`config.mk`:
```
export PLATFORM = sky130hd
export DESIGN_NAME = reg_writeback_ctrl
export DESIGN_NICKNAME = d
export VERILOG_FILES = /design/src/rtl/reg_writeback_ctrl_pkg.sv /design/src/rtl/reg_writeback_ctrl_wb_fifo.sv /design/src/rtl/reg_writeback_ctrl.sv
export SDC_FILE = /design/constraint.sdc
export NUM_CORES = 1
export LEC_CHECK = 0
export CAP_MARGIN = 10
export CORE_MARGIN = 2
export CORE_UTILIZATION = 50
export DETAILED_ROUTE_END_ITERATION = 7
export MAX_ROUTING_LAYER = met4
export PLACE_DENSITY = 0.88
export SYNTH_ARGS = -nofsm -noshare
export SYNTH_HDL_FRONTEND = slang
export SYNTH_SLANG_ARGS = --single-unit
```
`constraint.sdc`:
```
create_clock -name clk -period 2.55 [get_ports clk]
set_input_delay 0.51 -clock clk [delete_from_list [all_inputs] [get_ports clk]]
set_output_delay 0.51 -clock clk [all_outputs]
set_load 0.02 [all_outputs]
```
`src/rtl/reg_writeback_ctrl_pkg.sv`:
```
// reg_writeback_ctrl_pkg: shared widths, zero-register address and write-source encoding
package reg_writeback_ctrl_pkg;
  localparam int ADDR_W = 4;
  localparam int DATA_W = 16;
  localparam int NUM_REGS = 16;
  localparam logic [ADDR_W-1:0] ZERO_ADDR = '0;
  typedef enum logic [1:0] {SRC_NONE, SRC_ALU, SRC_MEM} wb_src_e;
endpackage

```
`src/rtl/reg_writeback_ctrl_wb_fifo.sv`:
```
// wb_fifo: synchronous FIFO buffering memory results ahead of the write port
module wb_fifo
  import reg_writeback_ctrl_pkg::*;
#(
  parameter int W = ADDR_W + DATA_W,
  parameter int DEPTH = 2,
  localparam int PW = $clog2(DEPTH),
  localparam int CW = $clog2(DEPTH + 1)
) (
  input  logic          clk,
  input  logic          nClear,
  input  logic          push,
  input  logic          pop,
  input  logic [W-1:0]  din,
  output logic [W-1:0]  dout,
  output logic [CW-1:0] count
);
  logic [W-1:0] mem_q [DEPTH];
  logic [W-1:0] mem_d [DEPTH];
  logic [PW-1:0] wr_q, wr_d, rd_q, rd_d;
  logic [CW-1:0] count_q, count_d;
  // next pointers, occupancy and storage; push and pop may share an edge
  always_comb begin
    mem_d = mem_q;
    if (push) mem_d[wr_q] = din;
    wr_d = push ? wr_q + 1'b1 : wr_q;
    rd_d = pop ? rd_q + 1'b1 : rd_q;
    count_d = count_q + CW'(push) - CW'(pop);
  end
  // pointers clear on nClear; storage contents need no reset
  always_ff @(posedge clk) begin
    if (!nClear) begin
      wr_q <= '0;
      rd_q <= '0;
      count_q <= '0;
    end else begin
      wr_q <= wr_d;
      rd_q <= rd_d;
      count_q <= count_d;
    end
    mem_q <= mem_d;
  end
  assign dout = mem_q[rd_q];
  assign count = count_q;
endmodule

```
`src/rtl/reg_writeback_ctrl.sv`:
```
// reg_writeback_ctrl: arbitrates ALU and buffered load results onto the register file write port
module reg_writeback_ctrl
  import reg_writeback_ctrl_pkg::*;
#(
  parameter int FIFO_DEPTH = 2,
  parameter int STARVE_LIMIT = 4
) (
  input  logic                clk,
  input  logic                nClear,
  input  logic                alu_valid,
  input  logic [ADDR_W-1:0]   alu_addr,
  input  logic [DATA_W-1:0]   alu_data,
  output logic                alu_stall,
  input  logic                mem_valid,
  output logic                mem_ready,
  input  logic [ADDR_W-1:0]   mem_addr,
  input  logic [DATA_W-1:0]   mem_data,
  input  logic                rsv_valid,
  input  logic [ADDR_W-1:0]   rsv_addr,
  output logic [ADDR_W-1:0]   Caddr,
  output logic [DATA_W-1:0]   C,
  output logic                load,
  output logic [NUM_REGS-1:0] pending
);
  localparam int CW = $clog2(FIFO_DEPTH + 1);
  localparam int SW = $clog2(STARVE_LIMIT + 1);
  logic [CW-1:0] fifo_count;
  logic [ADDR_W+DATA_W-1:0] fifo_head;
  logic nonempty, push, pop;
  wb_src_e src;
  logic [ADDR_W-1:0] win_addr, caddr_q, caddr_d;
  logic [DATA_W-1:0] win_data, c_q, c_d;
  logic load_q, load_d;
  logic [SW-1:0] starve_q, starve_d;
  logic [NUM_REGS-1:0] pending_q, pending_d;
  assign nonempty = fifo_count != '0;
  assign mem_ready = nClear && (fifo_count < CW'(FIFO_DEPTH));
  assign alu_stall = nClear && alu_valid && nonempty && (starve_q == SW'(STARVE_LIMIT));
  assign push = mem_valid && mem_ready;
  wb_fifo #(.W(ADDR_W + DATA_W), .DEPTH(FIFO_DEPTH)) u_fifo (
    .clk(clk),
    .nClear(nClear),
    .push(push),
    .pop(pop),
    .din({mem_addr, mem_data}),
    .dout(fifo_head),
    .count(fifo_count)
  );
  // pick the winner, form the next write, starvation count and pending set
  always_comb begin
    src = (alu_valid && !alu_stall) ? SRC_ALU : nonempty ? SRC_MEM : SRC_NONE;
    pop = nClear && src == SRC_MEM;
    win_addr = src == SRC_ALU ? alu_addr : fifo_head[ADDR_W+DATA_W-1:DATA_W];
    win_data = src == SRC_ALU ? alu_data : fifo_head[DATA_W-1:0];
    load_d = src != SRC_NONE && win_addr != ZERO_ADDR;
    caddr_d = load_d ? win_addr : caddr_q;
    c_d = load_d ? win_data : c_q;
    starve_d = (!nonempty || pop) ? '0 :
               (src == SRC_ALU && starve_q != SW'(STARVE_LIMIT)) ? starve_q + 1'b1 : starve_q;
    pending_d = pending_q;
    if (load_d) pending_d[win_addr] = 1'b0;
    if (rsv_valid && rsv_addr != ZERO_ADDR) pending_d[rsv_addr] = 1'b1;
  end
  // register the write port, starvation counter and scoreboard
  always_ff @(posedge clk) begin
    if (!nClear) begin
      caddr_q <= '0;
      c_q <= '0;
      load_q <= 1'b0;
      starve_q <= '0;
      pending_q <= '0;
    end else begin
      caddr_q <= caddr_d;
      c_q <= c_d;
      load_q <= load_d;
      starve_q <= starve_d;
      pending_q <= pending_d;
    end
  end
  assign Caddr = caddr_q;
  assign C = c_q;
  assign load = load_q;
  assign pending = pending_q;
endmodule

```
Word level (Yosys, flattened, before mapping). Cells that the tools add are included.

Add/sub/neg operators: 5. Order comparisons: 8. Eq/ne operators: 4. Muxes and demuxes: 16. Bitwise operators: 6. Reduce and logical (&&, ||, !) cells: 21.

Operator list (count): two-way mux 20 bit (4); two-way mux 16 bit (3); bitwise mux 40 bit (1); demux 20 bit (select 1 bit) (1); bitwise AND 16 bit (1); inverter 16 bit (1); OR 16 bit (1); logical AND 1 bit (13); < comparator 4 x 5 -> 1 bit, second input constant (2); demux 1 bit (select 4 bit) (2); >= comparator 4 x 1 -> 1 bit, second input constant (2); nonzero test 4 bit (2); >= comparator 2 bit, second input constant (2); two-way mux 2 bit (2); two-way mux 4 bit (1); inverter 1 -> 2 bit (2); nonzero test 2 bit (2); adder 3 x 1 -> 3 bit, second input constant (1); == test 3 bit, second input constant (1); != test 3 bit, second input constant (1); adder 1 bit, second input constant (2); adder 2 x 1 -> 2 bit (1); == test 2 x 1 -> 1 bit, second input constant (1); == test 2 bit, second input constant (1); other kinds (8) (10).

Register bits after elaboration: 84. Input bits: 49. Logic and storage cells: 70.

Depth between registers and ports, before layout.
Word-level depth: 17. Depth in mapped cells: 9.

Cells and area by module. Synthesis repeated with hierarchy kept, for this count alone.

Cells, all modules: 346. Area total of the unflattened synthesis: 3930.0 µm².

By module, submodules not included: reg_writeback_ctrl (instances 1, cells each 267, area each 2217.1 µm²); wb_fifo (instances 1, cells each 79, area each 1712.9 µm²).

Least setup slack after synthesis. No wires, ideal clock.

Path type: input port to flip-flop. From: in nClear. To: reg u_fifo.mem_q[20] (netlist bit), enable pin. Library setup time: 397 ps. Arrival: 1761 ps. Data required time: 2153 ps. Path slack: 393 ps. Cell stages on the path: 3. Path through: and2b_1 > nand2_1 > nor2_1.

Cells in the longest elaborated chain, start to end: 2.

Ends and longest elaborated chain: from (decl) (RTL line reg_writeback_ctrl.sv:9) `input logic nClear,`; logical AND 1 bit (RTL line reg_writeback_ctrl.sv:37) `assign mem_ready = nClear && (fifo_count < CW'(FIFO_DEPTH));`; logical AND 1 bit (RTL line reg_writeback_ctrl.sv:39) `assign push = mem_valid && mem_ready;`; to (signal assigned) (RTL line reg_writeback_ctrl_wb_fifo.sv:41) `mem_q <= mem_d;`; to (decl) (RTL line reg_writeback_ctrl_wb_fifo.sv:18) `logic [W-1:0] mem_q [DEPTH];`.

Every way passes these cells. A chain may end at the register's enable or synchronous reset.

Final worst setup path.
From: in alu_valid. To: out alu_stall.

Cells in the longest elaborated chain, start to end: 3.

Ends and longest elaborated chain: from (decl) (RTL line reg_writeback_ctrl.sv:10) `input logic alu_valid,`; logical AND 1 bit (3 in series) (RTL line reg_writeback_ctrl.sv:38) `assign alu_stall = nClear && alu_valid && nonempty && (starve_q == SW'(STARVE_LIMIT));`; to (decl) (RTL line reg_writeback_ctrl.sv:13) `output logic alu_stall,`.

Every way passes these cells.

==> summary by stage <==
Critical path
The critical path starts at alu_valid. The element type at the critical path start is an input port. By startpoint and endpoint, the worst setup path is classified as in -> out. STA classifies the critical path endpoint as a primary output. At the worst endpoint, the required time is just over 2 ns.

The critical path arrival is between 1.5 and 2 ns. The top fanout value on the critical path is 2. The origin of the critical flop-to-flop path is starve_q[0].

Pwr
The design draws 3.54 mW. The leakage power is around 1.7 nW. The power per standard cell area is a little over 700 nW/um^2. The maximum ir drop on the vdd rail is roughly 0.52 mV.

Floorplanning
The number of I/O pins is slightly below 90. The die footprint is around 8300 sq um. The starting density of the core is between 50% and 60%.

The die is 91.4 microns wide. The height of the die is between 90 and 100 microns. The area of the core is approximately 7300 sq um. The number of core rows is 31.

Finish
The final core area utilization is 68.5%. The layout overhead on the synthesized area is 31.6%. The antenna cell count is 0. The post-route netlist has ~9.6% of its cells at a drive strength greater than 1. The final-stage net count is between 400 and 500.

Detailed routing
The post-route DRC violation count is 0. Summing over every cut layer, the via total after detailed routing is 3128. The top layer used by detailed routing is met4.

The wire length on met1 is between 3000 and 4000 microns. The number of DRC markers in iteration 0 is 229. For this run, the detailed router's first-pass iteration total came to 5.

After detailed routing, the met3 layer carries 690 microns of wire. The sum of met2 wire segment lengths after detailed routing is between 4000 and 5000 microns. The number of routed nets with antenna violations is 0.

The per-cell routed wire length is 16.4 microns. After detailed routing, the total wire length is 8940 microns. The per-cell via count in the routed design is ~5.7.

Clocking
The CTS tree is done. The number of sinks handled by clock tree synthesis is 84. Gates resized during post-CTS repair numbered 0. The total CTS buffers is 9. The clock tree root driver cell is sky130_fd_sc_hd__clkbuf_8. The number of setup buffers added after CTS is 0. The number of H-tree levels is 3. The clock insertion delay at the later pin of the skew report is 0.35 ns.

The longest clock path from root to sink contains 2 buffers. Clock-pin slew was measured on the worst setup and hold paths at about 0.08 ns. For this design, the CTS-stage hold fixing added 0 buffers.

Timing
After routing, the total negative slack on setup checks comes to 0 ns. The number of endpoints with negative hold slack in the final report is 0. The tightest hold margin is approximately 0.44 ns.

The worst slew margin relative to its limit is a little under two thirds. The final-report max-slew violation count is 0. Clock skew on the completed layout was measured at around 0.0047 ns. The final period utilization is approximately 92%. Static timing analysis puts the maximum clock frequency at between 0.4 and 0.5 GHz. The pin slew with the least headroom to its limit is 0.544 ns. The clock period minus final worst setup slack is around 2.4 ns.

Setup slack closes at between 0.15 and 0.2 ns. Setup repair after global routing left no endpoint under its margin. The final count of negative-setup-slack endpoints is 0.

Run status
The run finished with clean final reports.

Hold path
The worst hold path begins at nClear. The path class of the tightest hold or removal check is in -> reg.

Job
Across the run, the number of max-cap violations was 0.

Synth
In this run, synthesis produced a sequential element count of 84. Yosys printed 0 warnings. The number of nets handed over by synthesis was about 400. The cell count after synthesis came out at between 300 and 400. Of the synthesized area, sequential elements account for 54.6%. The share of synthesized registers carrying an async set or reset is 0%. In this run, synthesis inferred 40 flip-flops with an integrated enable.

The most frequently used flop master after synthesis is sky130_fd_sc_hd__dfxtp_1. After synthesis the cells add up to 3820 sq um. The synthesized area per cell is 10.9 sq um.

The synthesized netlist contains 43 unique library cells.

Global route
The number of antenna violations at the first check in global routing came to 0. The leftover overflow at the end of global routing is 0. The wire length of the first global-routing pass is roughly 15000 microns. Entering global routing, the biggest net connects 50 pins. The total track usage is between 20% and 30%. The via count of the first global-routing pass is about 3100.

Placed design
Prior to clock tree synthesis, the placed netlist has a worst setup slack of 0.207 ns. The global placer's final weighted congestion is slightly above 0.9. The port buffer count is 87.

Detailed placement finished with a half-perimeter wire length of between 6000 and 7000 microns.
## cells in the final DEF (no fill, tap or decap), types with 13 or more instances in the layout
cell and n:
sky130_fd_sc_hd__o211ai_1 22, sky130_fd_sc_hd__buf_4 16, sky130_fd_sc_hd__mux2i_1 36, sky130_fd_sc_hd__nor2_1 24, sky130_fd_sc_hd__edfxtp_1 40, sky130_fd_sc_hd__dfxtp_1 44
sky130_fd_sc_hd__clkdlybuf4s50_1 86, sky130_fd_sc_hd__a41oi_1 13, sky130_fd_sc_hd__nand2_1 36, sky130_fd_sc_hd__o21ai_0 30
## registers in the layout, indices dropped and copies added, names as in the netlist
signal	count
pending	16
load	1
u_fifo.rd_q	1
starve_q	3
Caddr	4
u_fifo.mem_q	40
u_fifo.wr_q	1
u_fifo.count	2
C	16
## critical path: stages
cell	delay, ns
sky130_fd_sc_hd__clkdlybuf4s50_1	0.48
sky130_fd_sc_hd__inv_1	0.05
sky130_fd_sc_hd__nor3_1	0.17
sky130_fd_sc_hd__clkdlybuf4s50_1	0.63
## power breakdown
group	switching [mW]	internal (mW)	total [mW]
clock network	0.477	0.552	1.03
registers	0.0864	1.55	1.64
logic	0.450	0.426	0.876
## stage by stage
step | cell area [sq um] | std cells
finish | 5020 | 546
global route | 5020 | 546
CTS | 5020 | 546
detailed placement | 4800 | 530
global placement | 4800 | 530
floorplan | 3820 | 351
## cells by family (layout without fill, tap and decap cells)
group | count (synthesis) | count (layout) | synth area share (%)
fa+ha+maj | 4 | 4 | 1.31
buf+inv | 31 | 127 | 4.26
simple gates | 97 | 97 | 12.2
compound gates | 91 | 91 | 16.2
flops | 84 | 84 | 54.6
xor+xnor | 4 | 4 | 0.918
mux | 40 | 40 | 10.6
## layout make-up
type	instances	area, sq um
Clock inverter	6	88.8
Tap cell	99	124
Fill cell	501	2310
Multi-Input combinational cell	236	1580
Clock buffer	10	128
Inverter	8	30.0
Timing Repair Buffer	103	986
Sequential cell	84	2080
## layer usage
layer	global-route usage [%]	vias to the layer above
li1	-	1505
met1	28.1	1442
met2	35.8	160
met3	6.39	21
met4	8.21	0
met5	-	-
## synthesized netlist by cell type (2+ instances only)
cell | number | area [sq um]
sky130_fd_sc_hd__nor3_1 | 9 | 45.0
sky130_fd_sc_hd__nand4_1 | 3 | 18.8
sky130_fd_sc_hd__a41oi_1 | 13 | 114
sky130_fd_sc_hd__a211oi_1 | 4 | 30.0
sky130_fd_sc_hd__edfxtp_1 | 40 | 1200
sky130_fd_sc_hd__xnor2_1 | 2 | 17.5
sky130_fd_sc_hd__nand3_1 | 3 | 15.0
sky130_fd_sc_hd__nand4b_1 | 4 | 35.0
sky130_fd_sc_hd__nand3b_1 | 4 | 30.0
sky130_fd_sc_hd__inv_1 | 8 | 30.0
sky130_fd_sc_hd__a31o_2 | 2 | 17.5
sky130_fd_sc_hd__o211ai_1 | 22 | 165
sky130_fd_sc_hd__buf_6 | 2 | 22.5
sky130_fd_sc_hd__o31ai_1 | 3 | 22.5
sky130_fd_sc_hd__dfxtp_1 | 44 | 881
sky130_fd_sc_hd__buf_4 | 2 | 15.0
sky130_fd_sc_hd__and2_1 | 3 | 18.8
sky130_fd_sc_hd__nor2_1 | 25 | 93.8
sky130_fd_sc_hd__ha_1 | 4 | 50.1
sky130_fd_sc_hd__xor2_1 | 2 | 17.5
sky130_fd_sc_hd__clkbuf_1 | 11 | 41.3
sky130_fd_sc_hd__buf_2 | 6 | 30.0
sky130_fd_sc_hd__mux2_2 | 4 | 45.0
sky130_fd_sc_hd__or3_1 | 3 | 18.8
sky130_fd_sc_hd__nand2_1 | 36 | 135
sky130_fd_sc_hd__o21ai_0 | 30 | 150
sky130_fd_sc_hd__mux2i_1 | 36 | 360
sky130_fd_sc_hd__a21oi_1 | 9 | 45.0
sky130_fd_sc_hd__or3b_2 | 3 | 26.3
## worst paths after layout
path | endpoint | slack [ns] | depth (start not counted)
min | pending[0] | 0.44 | 2
max | alu_stall | 0.19 | 4
max reg2reg | Caddr[0] | 0.67 | 8
min reg2reg | starve_q[0] | 0.45 | 1
Note: power is estimated with default switching activity, not from simulation.
